**config.mk**
```make
export PLATFORM = sky130hd
export DESIGN_NAME = a2d_spi_serf
export DESIGN_NICKNAME = d
export VERILOG_FILES = /design/src/rtl/a2d_pkg.sv /design/src/rtl/spi_serf_sync.sv /design/src/rtl/a2d_spi_serf.sv
export SDC_FILE = /design/constraint.sdc
export NUM_CORES = 1
export LEC_CHECK = 0
export BUFFER_PORTS_ARGS = -buffer_cell sky130_fd_sc_hd__buf_2
export CAP_MARGIN = 20
export CELL_PAD_IN_SITES_DETAIL_PLACEMENT = 1
export CELL_PAD_IN_SITES_GLOBAL_PLACEMENT = 1
export CORE_MARGIN = 2
export CORE_UTILIZATION = 46
export DETAILED_ROUTE_END_ITERATION = 6
export PLACE_DENSITY_LB_ADDON = 0.1
export SLEW_MARGIN = 20
export SYNTH_ARGS = -nofsm -noshare
export SYNTH_HDL_FRONTEND = slang
export SYNTH_SLANG_ARGS = --single-unit
export TNS_END_PERCENT = 20
```
**constraint.sdc**
```tcl
create_clock -name clk -period 3.6 [get_ports clk]
set_input_delay 0.36 -clock clk [delete_from_list [all_inputs] [get_ports clk]]
set_output_delay 0.36 -clock clk [all_outputs]
set_load 0.02 [all_outputs]
```
**src/rtl/a2d_pkg.sv**
```systemverilog
// Shared constants, FSM state type and conversion-channel mux for the A2D SPI serf.
package a2d_pkg;

  localparam int FRAME_LEN = 16;

  localparam logic [2:0] CH_LFT   = 3'b000;
  localparam logic [2:0] CH_RGHT  = 3'b100;
  localparam logic [2:0] CH_STEER = 3'b101;
  localparam logic [2:0] CH_BATT  = 3'b110;

  typedef enum logic [1:0] {
    IDLE,
    SHIFT,
    RESYNC
  } serf_state_t;

  function automatic logic [11:0] conv_sel(
    input logic [2:0]  ch,
    input logic [11:0] lft,
    input logic [11:0] rght,
    input logic [11:0] steer,
    input logic [11:0] batt
  );
    logic [11:0] val;
    val = 12'h000;
    case (ch)
      CH_LFT:   val = lft;
      CH_RGHT:  val = rght;
      CH_STEER: val = steer;
      CH_BATT:  val = batt;
      default:  val = 12'h000;
    endcase
    return val;
  endfunction

endpackage

```
**src/rtl/spi_serf_sync.sv**
```systemverilog
// Multi-flop synchronizer for one asynchronous input, with rise/fall detect
// taken from the last two synchronized samples.
module spi_serf_sync #(
  parameter int   STAGES  = 2,
  parameter logic RST_VAL = 1'b1
) (
  input  logic clk,
  input  logic rst,
  input  logic async_i,
  output logic sync_o,
  output logic rise_o,
  output logic fall_o
);

  logic [STAGES-1:0] ff_q;
  logic              prev_q;

  always_ff @(posedge clk or posedge rst) begin
    if (rst) begin
      ff_q   <= {STAGES{RST_VAL}};
      prev_q <= RST_VAL;
    end else begin
      ff_q   <= (ff_q << 1) | STAGES'(async_i);
      prev_q <= ff_q[STAGES-1];
    end
  end

  assign sync_o = ff_q[STAGES-1];
  assign rise_o = sync_o & ~prev_q;
  assign fall_o = ~sync_o & prev_q;

endmodule

```
**src/rtl/a2d_spi_serf.sv**
```systemverilog
// SPI serf returning A2D conversions: each frame's command selects the channel
// whose conversion is shifted out during the following frame.
module a2d_spi_serf #(
  parameter int FRAME_LEN   = 16,
  parameter int SYNC_STAGES = 2
) (
  input  logic        clk,
  input  logic        rst,
  input  logic        SS_n,
  input  logic        SCLK,
  input  logic        MOSI,
  output logic        MISO,
  input  logic [11:0] ana_lft,
  input  logic [11:0] ana_rght,
  input  logic [11:0] ana_steer,
  input  logic [11:0] ana_batt,
  output logic        cmd_vld,
  output logic [2:0]  chnnl,
  output logic        frm_err
);
  import a2d_pkg::*;

  // RESYNC must outlast the preset synchronizer contents, otherwise a low SS_n
  // held through reset would look like a fresh fall once the presets drain.
  localparam int             FLUSH   = SYNC_STAGES + 1;
  localparam int             FW      = $clog2(FLUSH + 1);
  localparam logic [FW-1:0]  FLUSH_C = FW'(FLUSH);
  localparam logic [4:0]     LEN_C   = 5'(FRAME_LEN);

  logic ss_sync, ss_rise, ss_fall;
  logic unused_sclk_lvl, sclk_rise, sclk_fall;
  logic [SYNC_STAGES-1:0] mosi_q;
  logic mosi_sync;

  spi_serf_sync #(.STAGES(SYNC_STAGES), .RST_VAL(1'b1)) u_ss_sync (
    .clk    (clk),
    .rst    (rst),
    .async_i(SS_n),
    .sync_o (ss_sync),
    .rise_o (ss_rise),
    .fall_o (ss_fall)
  );

  spi_serf_sync #(.STAGES(SYNC_STAGES), .RST_VAL(1'b1)) u_sclk_sync (
    .clk    (clk),
    .rst    (rst),
    .async_i(SCLK),
    .sync_o (unused_sclk_lvl),
    .rise_o (sclk_rise),
    .fall_o (sclk_fall)
  );

  always_ff @(posedge clk or posedge rst) begin
    if (rst) mosi_q <= '0;
    else     mosi_q <= (mosi_q << 1) | SYNC_STAGES'(MOSI);
  end
  assign mosi_sync = mosi_q[SYNC_STAGES-1];

  serf_state_t   state_q;
  logic [FW-1:0] flush_q;
  logic [15:0]   tx_q, rx_q;
  logic [4:0]    rise_cnt_q;
  logic [11:0]   conv_q;
  logic [2:0]    chnnl_q;
  logic          cmd_vld_q, frm_err_q;

  always_ff @(posedge clk or posedge rst) begin
    if (rst) begin
      state_q    <= RESYNC;
      flush_q    <= '0;
      tx_q       <= '0;
      rx_q       <= '0;
      rise_cnt_q <= '0;
      conv_q     <= '0;
      chnnl_q    <= '0;
      cmd_vld_q  <= 1'b0;
      frm_err_q  <= 1'b0;
    end else begin
      cmd_vld_q <= 1'b0;
      frm_err_q <= 1'b0;
      // chnnl_q already holds the new channel in the cycle cmd_vld is high.
      if (cmd_vld_q)
        conv_q <= conv_sel(chnnl_q, ana_lft, ana_rght, ana_steer, ana_batt);
      case (state_q)
        RESYNC: begin
          if (flush_q != FLUSH_C) flush_q <= flush_q + FW'(1);
          else if (ss_sync)       state_q <= IDLE;
        end
        IDLE: begin
          if (ss_fall) begin
            state_q    <= SHIFT;
            tx_q       <= {4'h0, conv_q};
            rise_cnt_q <= '0;
          end
        end
        SHIFT: begin
          if (ss_rise) begin
            state_q <= IDLE;
            if (rise_cnt_q == LEN_C) begin
              cmd_vld_q <= 1'b1;
              chnnl_q   <= rx_q[13:11];
            end else begin
              frm_err_q <= 1'b1;
            end
          end else begin
            if (sclk_rise) begin
              rx_q <= {rx_q[14:0], mosi_sync};
              if (rise_cnt_q != 5'd31) rise_cnt_q <= rise_cnt_q + 5'd1;
            end
            if (sclk_fall && rise_cnt_q != 5'd0) tx_q <= {tx_q[14:0], 1'b0};
          end
        end
        default: state_q <= RESYNC;
      endcase
    end
  end

  assign MISO    = ~ss_sync & tx_q[15];
  assign cmd_vld = cmd_vld_q;
  assign frm_err = frm_err_q;
  assign chnnl   = chnnl_q;

endmodule

```
==> results of run 1 <==
## how the worst max path moves through the flow
stage / endpoint / cells after the start / slack, ns
after global placement: tx_q[5] / 6 / 1.28
final: tx_q[2] / 6 / 1.15
after floorplan: chnnl[0] / 1 / 1.65
after detailed placement: tx_q[2] / 6 / 1.18
after CTS: tx_q[2] / 6 / 1.14
after global routing: tx_q[2] / 6 / 0.84
## cells by family after synthesis
group,share of synthesized area (%)
simple gates,12.1
fa+ha+maj,1.68
compound gates,15.1
buf+inv,5.38
mux,11.3
xor+xnor,0.294
flops,54.1
## report_power, final
part	internal, mW	leakage [nW]	switching (mW)
registers	0.809	0.725	0.0640
clock network	0.326	0.0964	0.299
logic	0.105	0.798	0.103
total	1.24	1.62	0.466
## layout by cell type, fill, tap and decap left out, types with 3 or more instances in the layout
cell	synthesis	final
nand2b_1	3	3
inv_1	15	14
dfstp_2	7	7
nor2b_1	5	5
a21oi_1	7	7
nand2_1	27	27
o22ai_2	5	5
nor2_1	15	15
nand3_1	7	7
o22ai_1	6	6
mux2_2	30	30
a32oi_1	12	12
buf_2	4	58
dfrtp_1	57	57
clkbuf_8	0	9
a31oi_1	13	13
ha_1	4	4
o21ai_0	4	4
a21oi_2	5	5
nor3_1	3	3
## critical path, cell delays in order (launching register included)
cell and delay (ns):
dfrtp_1 0.42, inv_1 0.07, ha_1 0.15, nor4b_1 0.47, nor4_1 0.19, nor2_1 0.77
a21oi_1 0.20
## metal layers
layer | share of wire (%) | routed length (microns) | GRT usage, % | up-vias
li1 | - | - | - | 1053
met1 | 46 | 3170 | 28.2 | 1125
met2 | 48 | 3300 | 33.5 | 48
met3 | 3.8 | 262 | 6.00 | 10
met4 | 1.5 | 106 | 6.64 | 0
met5 | 0 | 0 | 0 | -
## cell type report
type	count	share of cell area (%)
clock buffers	9	3.56
inverters	15	1.62
well taps	77	2.77
repair buffers	60	8.78
flip-flops and latches	64	46.3
multi-input cells	166	34.7
clock inverters	7	2.30
## through the flow
step	worst slack, ns	hold WS [ns]	utilization, %	instance area, sq um
finish	1.15	0.103	55.1	3480
global route	0.839	0.0855	55.1	3480
CTS	1.14	0.0942	55.1	3480
detailed placement	1.18	0.347	51.9	3270
global placement	1.28	0.332	51.9	3270
floorplan	1.65	0.331	-	2980
## state kept, by name, indices dropped and copies added (netlist names)
register            cells
rise_cnt_q              5
u_sclk_sync.prev_q      1
cmd_vld                 1
rx_q                   14
u_ss_sync.ff_q          2
frm_err                 1
chnnl                   3
flush_q                 2
tx_q                   16
u_ss_sync.prev_q        1
mosi_q                  2
u_sclk_sync.ff_q        2
conv_q                 12
state_q                 2
==> summary.md, run 1 <==
| Metric | Value |
|---|---|
| Status | `finished clean` |
| I/O pin cnt | `approximately 60` |
| Clock Tree Root | `clkbuf_8` |
| Post-synthesis sequential area ratio | `54.1%` |
| Post-CTS setup buffer count | `0` |
| Site Rows | `29` |
| Placed Cells | `382` |
| Total congestion overflow | `0` |
| DR vias | `approximately 2200` |
| Die Width | `84.4 microns` |
| Seq. cell area | `1610 sq um` |
| H-tree depth | `3` |
| Ratio of cells with drive above 1 in the final layout | `39.6%` |
| Tcrit/Tclk final | `68.0%` |
| Count of final hold-check violations | `0` |
| Yosys warnings | `0` |
| Gpl congestion | `about 0.75` |
| CTS tree | `yes` |
| Filler Cells Inserted | `about 710` |
| Clock skew | `a little over 0.01 ns` |
| Post-DP HPWL | `approximately 5 mm` |
| Vias in the first global route | `2334` |
| EDFF count, synth | `0` |
| CP required | `3.78 ns` |
| Leakage | `between 1.5 and 2 nW` |
| Critical Path End Type | `flop` |
| Fin. max-slew vios | `0` |
| Ys flop type | `dfrtp_1` |
| Crit Path Max Fanout | `11` |
| Mean Syn Cell Area | `11.4 sq um` |
| Max-cap violations | `0` |
| Initial Util | `47.1%` |
| Yosys top cell area share | `between 40% and 50%` |
| N_diodes | `0` |
| Reg2Reg Depth | `6` |
| PostCTS Resize Cnt | `0` |
| DRC | `0` |
| Slew @ Worst Pin | `roughly 0.97 ns` |
| Total track usage | `about a fifth` |
| Achievable clock frequency | `approximately 0.41 GHz` |
| Per-cell routed wire length | `17.2 microns` |
| Clock net sink count | `64` |
| CTS Buffer Depth | `2` |
| Final WL | `6.85 mm` |
| Clock-pin slew on the worst setup and hold paths | `0.07 ns` |
| Yosys top cell by area | `dfrtp_1` |
| Area grow syn2layout | `16.9%` |
| PwrDens | `491 nW/um^2` |
| Netlist cell types | `between 40 and 50` |
| Area occupied by multi-input gates | `~1200 sq um` |
| Fin Setup TNS | `0 ns` |
| Post-Syn Instances | `261` |
| Synth Cell Area | `2980 sq um` |
| FFs w/ async S/R, synth | `100%` |
| Critical path class | `reg2reg` |
| Startpoint types | `flop` |
| Iter 0 DRT Violations | `92` |
| Drt pass-1 iters | `4` |
| Vias/cell | `around 5.6` |
| Leading post-synthesis cells by cell area | `dfrtp_1 (48%), mux2_2 (11%), dfstp_2 (6.2%)` |
| Minimum clock period | `roughly 2.4 ns` |
| Worst EP arrival | `2.63 ns` |
| Peak VDD IR | `0.000336 V` |
| Total power | `1.71 mW` |
| Synth top cells by count | `dfrtp_1 (57), mux2_2 (30), nand2_1 (27), inv_1 (15), nor2_1 (15)` |
| RSZ-0062 raised after global routing | `false` |
| Die area | `7130 sq um` |
| Pin count of the biggest net entering global routing | `35` |
| Core Region | `6310 sq um` |
| Clk Latency, worst-skew pair | `0.35 ns` |
| Worst reg2reg setup slack | `1.15 ns` |
| Slew margin rel. | `35.2%` |
| Final ANT Viol Nets | `0` |
| Worst Setup SP | `rise_cnt_q[0]` |
| Reg2reg start | `rise_cnt_q[0]` |
| First-pass GRT wire length | `11.6 mm` |
| Worst hold path class | `in2async` |
| Post-Syn Nets | `318` |
| Most common cell in the netlist | `dfrtp_1` |
| Synthesized flop and latch total | `64` |
| Initial antenna violation count | `0` |
| Final #Nets | `roughly 370` |
| Die H | `84.4 microns` |
| Final setup viols | `0` |
| Hold-fix buffers, CTS | `0` |
| Port bufs | `58` |
| Final std cells w/o fill | `398` |
| R2R Path End | `tx_q[2]` |
| Total CTS buffers | `9` |
(Power assumes the default switching activity.)
==> inputs of run 2 (changes only) <==
ABC_AREA = 1   (was unset)
CORE_UTILIZATION = 40   (was 46)
clock period = 2.45 ns   (was 3.6 ns; I/O delays follow)
==> run 2 against run 1 <==
Compared with the run above:
- worst hold slack better by 0.14 ns
- die area up 24%
- first-iteration DRC count down 26%
- flip-flop and latch count unchanged
- combinational power rose to 5.4 times the previous value
- synthesized cell count up 58%
- global-route usage down 1.5 points
- clock power up 48%
- critical path type unchanged
==> summary.md, run 2 <==
| Metric | Value |
|---|---|
| Yosys top cell by area | `dfrtp_1` |
| Final Util | `roughly 49%` |
| Post-DP HPWL | `roughly 5.7 mm` |
| Peak VDD IR | `around 0.0004 V` |
| Total track usage | `19.5%` |
| Initial antenna violation count | `0` |
| Clk Latency, worst-skew pair | `0.34 ns` |
| Initial Util | `between 40% and 50%` |
| Ratio of cells with drive above 1 in the final layout | `21.0%` |
| Netlist cell types | `27` |
| Gr busiest metal | `met2` |
| Crit-path leading delay family | `simple AND/OR/NAND/NOR gates` |
| WP buf/inv | `1` |
| Critical path class | `reg2reg` |
| Minimum clock period | `1.76 ns` |
| Final #Nets | `529` |
| Biggest regs | `tx_q (16), rx_q (14), conv_q (12)` |
| Final WL | `7.91 mm` |
| Switching Share | `37.2%` |
| N_diodes | `0` |
| DRC | `0` |
| Pin count of the biggest net entering global routing | `39` |
| Synthesized flop and latch total | `64` |
| Final setup viols | `0` |
| FFs w/ async S/R, synth | `100%` |
| CTS tree | `yes` |
| P_sw | `1.33 mW` |
| Achievable clock frequency | `0.567 GHz` |
| Commonest non-fill, non-tap cells in the layout | `nand2_1 (151), buf_2 (58), dfrtp_1 (57), nand3_1 (46), inv_1 (29)` |
| Biggest register | `tx_q` |
| Clock-pin slew on the worst setup and hold paths | `approximately 0.07 ns` |
| Placed Cells | `559` |
| Fin Setup TNS | `0 ns` |
| Sequential Power Share | `42.4%` |
| Startpoint types | `flop` |
| Drt pass-1 iters | `4` |
| Slew margin rel. | `58.7%` |
| Area grow syn2layout | `18.7%` |
| Clock Tree Root | `clkbuf_8` |
| Port bufs | `58` |
| Total congestion overflow | `0` |
| Crit-path cells | `inv_2 -> nand2_2 -> nor2_2 -> nor2_4 -> nand2_2 -> nand2_1 -> nand2_1` |
| Final ANT Viol Nets | `0` |
| Clock net sink count | `64` |
| Clock skew | `roughly 0.006 ns` |
| PostCTS Resize Cnt | `0` |
| Count of final hold-check violations | `0` |
| CP max-delay cell | `dfstp_2` |
| DR vias | `2868` |
| Vias/cell | `4.95` |
| I/O pin cnt | `roughly 60` |
| Slew @ Worst Pin | `0.619 ns` |
| Final std cells w/o fill | `579` |
| Yosys warnings | `0` |
| Max reg flops | `16` |
| Die area | `8810 sq um` |
| Critical Path End Type | `flop` |
| Synth top cells by count | `nand2_1 (151), dfrtp_1 (57), nand3_1 (46), inv_1 (30), nand4_1 (25)` |
| Max stage delay on crit path | `just under 0.6 ns` |
| GR Layer Usage met3 | `slightly above 5%` |
| Post-Syn Nets | `470` |
| Leakage | `2.04 nW` |
| Per-cell routed wire length | `13.7 microns` |
| First-pass GRT wire length | `13.6 mm` |
| Logic pwr share | `31.7%` |
| Post-synthesis sequential area ratio | `49.8%` |
| Ys flop type | `dfrtp_1` |
| Leading post-synthesis cells by cell area | `dfrtp_1 (44%), nand2_1 (18%), nand3_1 (7.1%)` |
| Fin. max-slew vios | `0` |
| Crit Path Max Fanout | `21` |
| Yosys top cell area share | `44.1%` |
| Mean Syn Cell Area | `7.83 sq um` |
| Worst hold path class | `in2reg` |
| Status | `finished clean` |
| Die Width | `93.9 microns` |
| H-tree depth | `3` |
| Core Region | `slightly below 8000 sq um` |
| Iter 0 DRT Violations | `68` |
| Total CTS buffers | `9` |
| Most common cell in the netlist | `nand2_1` |
| CTS Buffer Depth | `2` |
| Met2 usage | `a little under a third` |
| Post-Syn Instances | `slightly above 400` |
| Commonest non-fill, non-tap cell in the layout | `nand2_1` |
| Vias in the first global route | `2891` |
| Max-cap violations | `0` |
| Tcrit/Tclk final | `72.0%` |
| Synth Cell Area | `~3200 sq um` |
| Gpl congestion | `0.755` |
| Clk pwr share | `26.0%` |
| Met1 usage | `a little over a quarter` |
| CP required | `2.68 ns` |
| Die H | `93.9 microns` |
| EDFF count, synth | `0` |
| Worst EP arrival | `2.00 ns` |
| RSZ-0062 raised after global routing | `false` |
| Power Internal | `about 2.2 mW` |
| Site Rows | `32` |
| PwrDens | `931 nW/um^2` |
## run 2: cell count changes in the layout (fill, tap and decap cells not counted), moves of 6 or more
cell	before	now
o22ai_1	6	0
nand4_1	1	25
nand2_1	27	151
a31oi_1	13	1
nor2_1	15	23
mux2_2	30	1
nand3_1	7	46
o21ai_1	0	8
inv_1	14	29
a32oi_1	12	0
o21ai_0	4	17
## run 2: timing repair
item	4_1_cts	5_1_grt
setup buffers	0	0
hold endpoints to repair	29	0
hold buffers	4	0
## run 2: cell type report
cell class,count,area [sq um]
Fill cell,997,3930
Sequential cell,64,1610
Clock buffer,10,138
Clock inverter,6,68.8
Timing Repair Buffer,69,383
Multi-Input combinational cell,296,1390
Inverter,32,120
Tap cell,102,128
## run 2: path summary, 6_finish.rpt
path	depth (start not counted)	end	slack [ns]	startpoint
max in group asynchronous	4	u_ss_sync.prev_q	1.20	rst
setup reg to reg	7	tx_q[2]	0.69	state_q[1]
min in group asynchronous	3	rise_cnt_q[2]	0.53	rst
hold reg to reg	0	u_ss_sync.ff_q[1]	0.36	u_ss_sync.ff_q[0]
setup / recovery	7	tx_q[2]	0.69	state_q[1]
hold / removal	5	conv_q[2]	0.24	ana_lft[2]
## run 2: through the flow
stage | setup slack (ns) | total power, mW | area, sq um | hold slack [ns]
after detailed placement | 0.638 | 2.68 | 3590 | 0.341
after global placement | 0.773 | 2.61 | 3590 | 0.343
after global routing | 0.516 | 3.88 | 3840 | 0.276
after floorplan | 0.618 | 2.37 | 3230 | 0.249
after CTS | 0.624 | 3.64 | 3840 | 0.227
final | 0.686 | 3.57 | 3840 | 0.244
## run 2: power by group through the flow
stage                     combinational (mW)  sequential (mW)  clock (mW)
after global placement                  1.09             1.52           0
after floorplan                        0.892             1.48           0
after global routing                    1.33             1.55       0.999
after CTS                               1.16             1.52       0.960
after detailed placement                1.15             1.53           0
final                                   1.13             1.51       0.928
## run 2: logic make-up (layout without fill, tap and decap cells)
group / count (synthesis) / after routing / synth area share, %
compound gates: 34 / 34 / 5.73
simple gates: 256 / 256 / 35.1
mux: 1 / 1 / 0.348
buf+inv: 53 / 117 / 7.16
xor+xnor: 1 / 1 / 0.271
flops: 64 / 64 / 49.8
fa+ha+maj: 4 / 4 / 1.55
## run 2: worst min-delay path, delay by kind of cell
kind                   cells  cell delay (ns)
AO/OA/AOI/OAI              1             0.06
buffers and inverters      1             0.08
AND/OR/NAND/NOR            3             0.17
## run 2: metal layers
| layer | up-vias | part of all wire (%) |
|---|---|---|
| met5 | - | 0 |
| met4 | 0 | 0.48 |
| met3 | 4 | 4.5 |
| met2 | 59 | 47 |
| met1 | 1347 | 48 |
| li1 | 1458 | - |
==> inputs of run 3 (changes only) <==
CORE_UTILIZATION = 37   (was 40)
clock period = 1.5 ns   (was 2.45 ns; I/O delays follow)
==> run 3 against run 2 <==
Compared with the run above:
- die area rose by 7.8%
- total power rose by 70%
- first-iteration DRC count rose by 21%
- sequential power rose by 63%
- clock-buffer cell count rose by 3
- worst hold slack got worse by 0.078 ns
- flip-flop and latch count did not move
- critical path type unchanged
- routed wire length rose by 6.7%
- via count rose by 4.7%
- clock skew rose by 0.0064 ns
- cell area rose by 6.6%
- critical endpoint is now rise_cnt_q[1]
- worst setup slack got worse by 0.63 ns
- highest routed layer unchanged
==> summary.md, run 3 (same netlist as run 2, synthesis figures left out) <==
| Metric | Value |
|---|---|
| PwrDens | `approximately 1500 nW/um^2` |
| DR vias | `3003` |
| Clk Latency, worst-skew pair | `0.34 ns` |
| CTS Buffer Depth | `2` |
| RSZ-0062 raised after global routing | `true` |
| Gpl congestion | `0.808` |
| Fin Setup TNS | `0 ns` |
| Achievable clock frequency | `0.691 GHz` |
| Per-cell routed wire length | `~14 microns` |
| Crit-path cells | `ha_2 -> nand2_2 -> nor2_2 -> ha_2 -> nor2_1 -> nand2_1 -> nand2_4 -> nand3b_1 -> nand2_1` |
| Crit path to | `rise_cnt_q[1]` |
| Filler Cells Inserted | `1066` |
| Critical path class | `reg2reg` |
| Clock-pin slew on the worst setup and hold paths | `about 0.07 ns` |
| CTS tree | `yes` |
| Clock net sink count | `64` |
| Total congestion overflow | `0` |
| Core Region | `~8600 sq um` |
| Vias in the first global route | `3075` |
| Reg2Reg Depth | `9` |
| Slew @ Worst Pin | `0.348 ns` |
| Final Util | `between 40% and 50%` |
| Clock Tree Root | `clkbuf_8` |
| Area occupied by multi-input gates | `between 1000 and 1500 sq um` |
| Vias/cell | `4.98` |
| Max reg flops | `16` |
| Die area | `9500 sq um` |
| Reg2reg start | `rise_cnt_q[1]` |
| Total CTS buffers | `9` |
| H-tree depth | `3` |
| Ratio of cells with drive above 1 in the final layout | `27.3%` |
| WP buf/inv | `0` |
| Biggest register | `tx_q` |
| Total track usage | `18.6%` |
| Worst setup margin | `0.0537 ns` |
| Place WS | `-0.0842 ns` |
| Crit Path Max Fanout | `5` |
| Critical Path End Type | `flop` |
| Minimum clock period | `1.45 ns` |
| Final #Nets | `~550` |
| CP max-delay cell | `dfrtp_1` |
| Post-DP HPWL | `5.93 mm` |
| Hold_sp | `ana_lft[3]` |
| Worst hold path class | `in2reg` |
| Worst EP arrival | `1.67 ns` |
| Die Width | `97.5 microns` |
| Iter 0 DRT Violations | `82` |
| Startpoint types | `flop` |
| Slew margin rel. | `76.8%` |
| Worst reg2reg setup slack | `0.05 ns` |
| Site Rows | `34` |
| N_diodes | `0` |
| R2R Path End | `rise_cnt_q[1]` |
| Leakage | `approximately 2.1 nW` |
| Worst Setup SP | `rise_cnt_q[1]` |
| Clock skew | `0.0125 ns` |
| Area grow syn2layout | `26.6%` |
| Commonest non-fill, non-tap cells in the layout | `nand2_1 (146), buf_2 (58), dfrtp_1 (56), nand3_1 (43), inv_1 (28)` |
| Peak VDD IR | `between 0.0006 and 0.0007 V` |
| Final ANT Viol Nets | `0` |
| Initial antenna violation count | `0` |
| Seq. cell area | `1610 sq um` |
| Die H | `between 90 and 100 microns` |
| Final WL | `approximately 8.4 mm` |
| First-pass GRT wire length | `14.4 mm` |
| Final setup viols | `0` |
| CP required | `1.73 ns` |
| Max-cap violations | `0` |
| Biggest regs | `tx_q (16), rx_q (14), conv_q (12)` |
| Status | `finished clean` |
| Count of final hold-check violations | `0` |
| Drt pass-1 iters | `4` |
| Port bufs | `58` |
| Crit-path leading delay family | `simple AND/OR/NAND/NOR gates` |
| Commonest non-fill, non-tap cell in the layout | `nand2_1` |
| DRC | `0` |
| Crit path depth | `9` |
| Initial Util | `37.6%` |
| Fin. max-slew vios | `0` |
| Pin count of the biggest net entering global routing | `35` |
| Tcrit/Tclk final | `96.4%` |
| I/O pin cnt | `59` |
| Max stage delay on crit path | `0.38 ns` |
## run 3: changes by cell type in the layout (fill, tap and decap cells not counted), sizes merged
cell,previous run,this run
bufinv,1,0
nand3,47,48
nand2,153,154
inv,32,30
clkinvlp,4,3
buf,65,81
clkbuf,10,13
clkinv,1,2
## run 3: worst reg2reg max path: stages, from the launching register on
cell	delay, ns
dfrtp_1	0.38
ha_2	0.21
nand2_2	0.07
nor2_2	0.12
ha_2	0.19
nor2_1	0.05
nand2_1	0.10
nand2_4	0.08
nand3b_1	0.09
nand2_1	0.06
## run 3: worst min path at each step
stage	to	slack [ns]	cells after the start
3_5_place_dp	rx_q[5]	0.14	2
3_3_place_gp	rx_q[5]	0.14	2
2_1_floorplan	u_sclk_sync.ff_q[0]	0.15	0
4_1_cts	conv_q[3]	0.15	5
5_1_grt	conv_q[9]	0.19	5
6_report	conv_q[3]	0.17	5
## run 3: power by group
group          switching (mW)  internal [mW]
logic                    1.39          0.872
registers               0.262           2.20
clock network           0.653          0.685
total                    2.30           3.76
## run 3: through the flow
step	std cells	hold WS (ns)	power, mW	instance area [sq um]
final	603	0.166	6.06	4090
after global routing	603	0.187	6.57	4090
after CTS	597	0.155	5.90	3950
after detailed placement	576	0.138	4.48	3720
after global placement	576	0.136	4.39	3720
after floorplan	413	0.154	3.88	3240
## run 3: metal layers
| layer | vias up | part of all wire [%] | GRT usage [%] |
|---|---|---|---|
| li1 | 1497 | - | - |
| met2 | 70 | 45 | 29.5 |
| met3 | 8 | 5.2 | 4.32 |
| met1 | 1428 | 49 | 25.0 |
| met4 | 0 | 1.4 | 6.62 |
| met5 | - | 0 | 0 |
## run 3: cell type report
class,instances,area share [%]
clock buffers,13,3.88
inverters,32,3.12
clock inverters,3,0.428
well taps,108,3.30
multi-input cells,298,36.3
repair buffers,85,13.6
flip-flops and latches,64,39.4
## run 3: timing repair
item / 4_1_cts / 5_1_grt
buffers inserted: 1 / 3
gates cloned: 0 / 3
hold buffers: 4 / 0
setup endpoints to repair: 5 / 43
pin swaps: 3 / 9
endpoints found under the hold margin: 12 / 0
resized for setup: 3 / 28
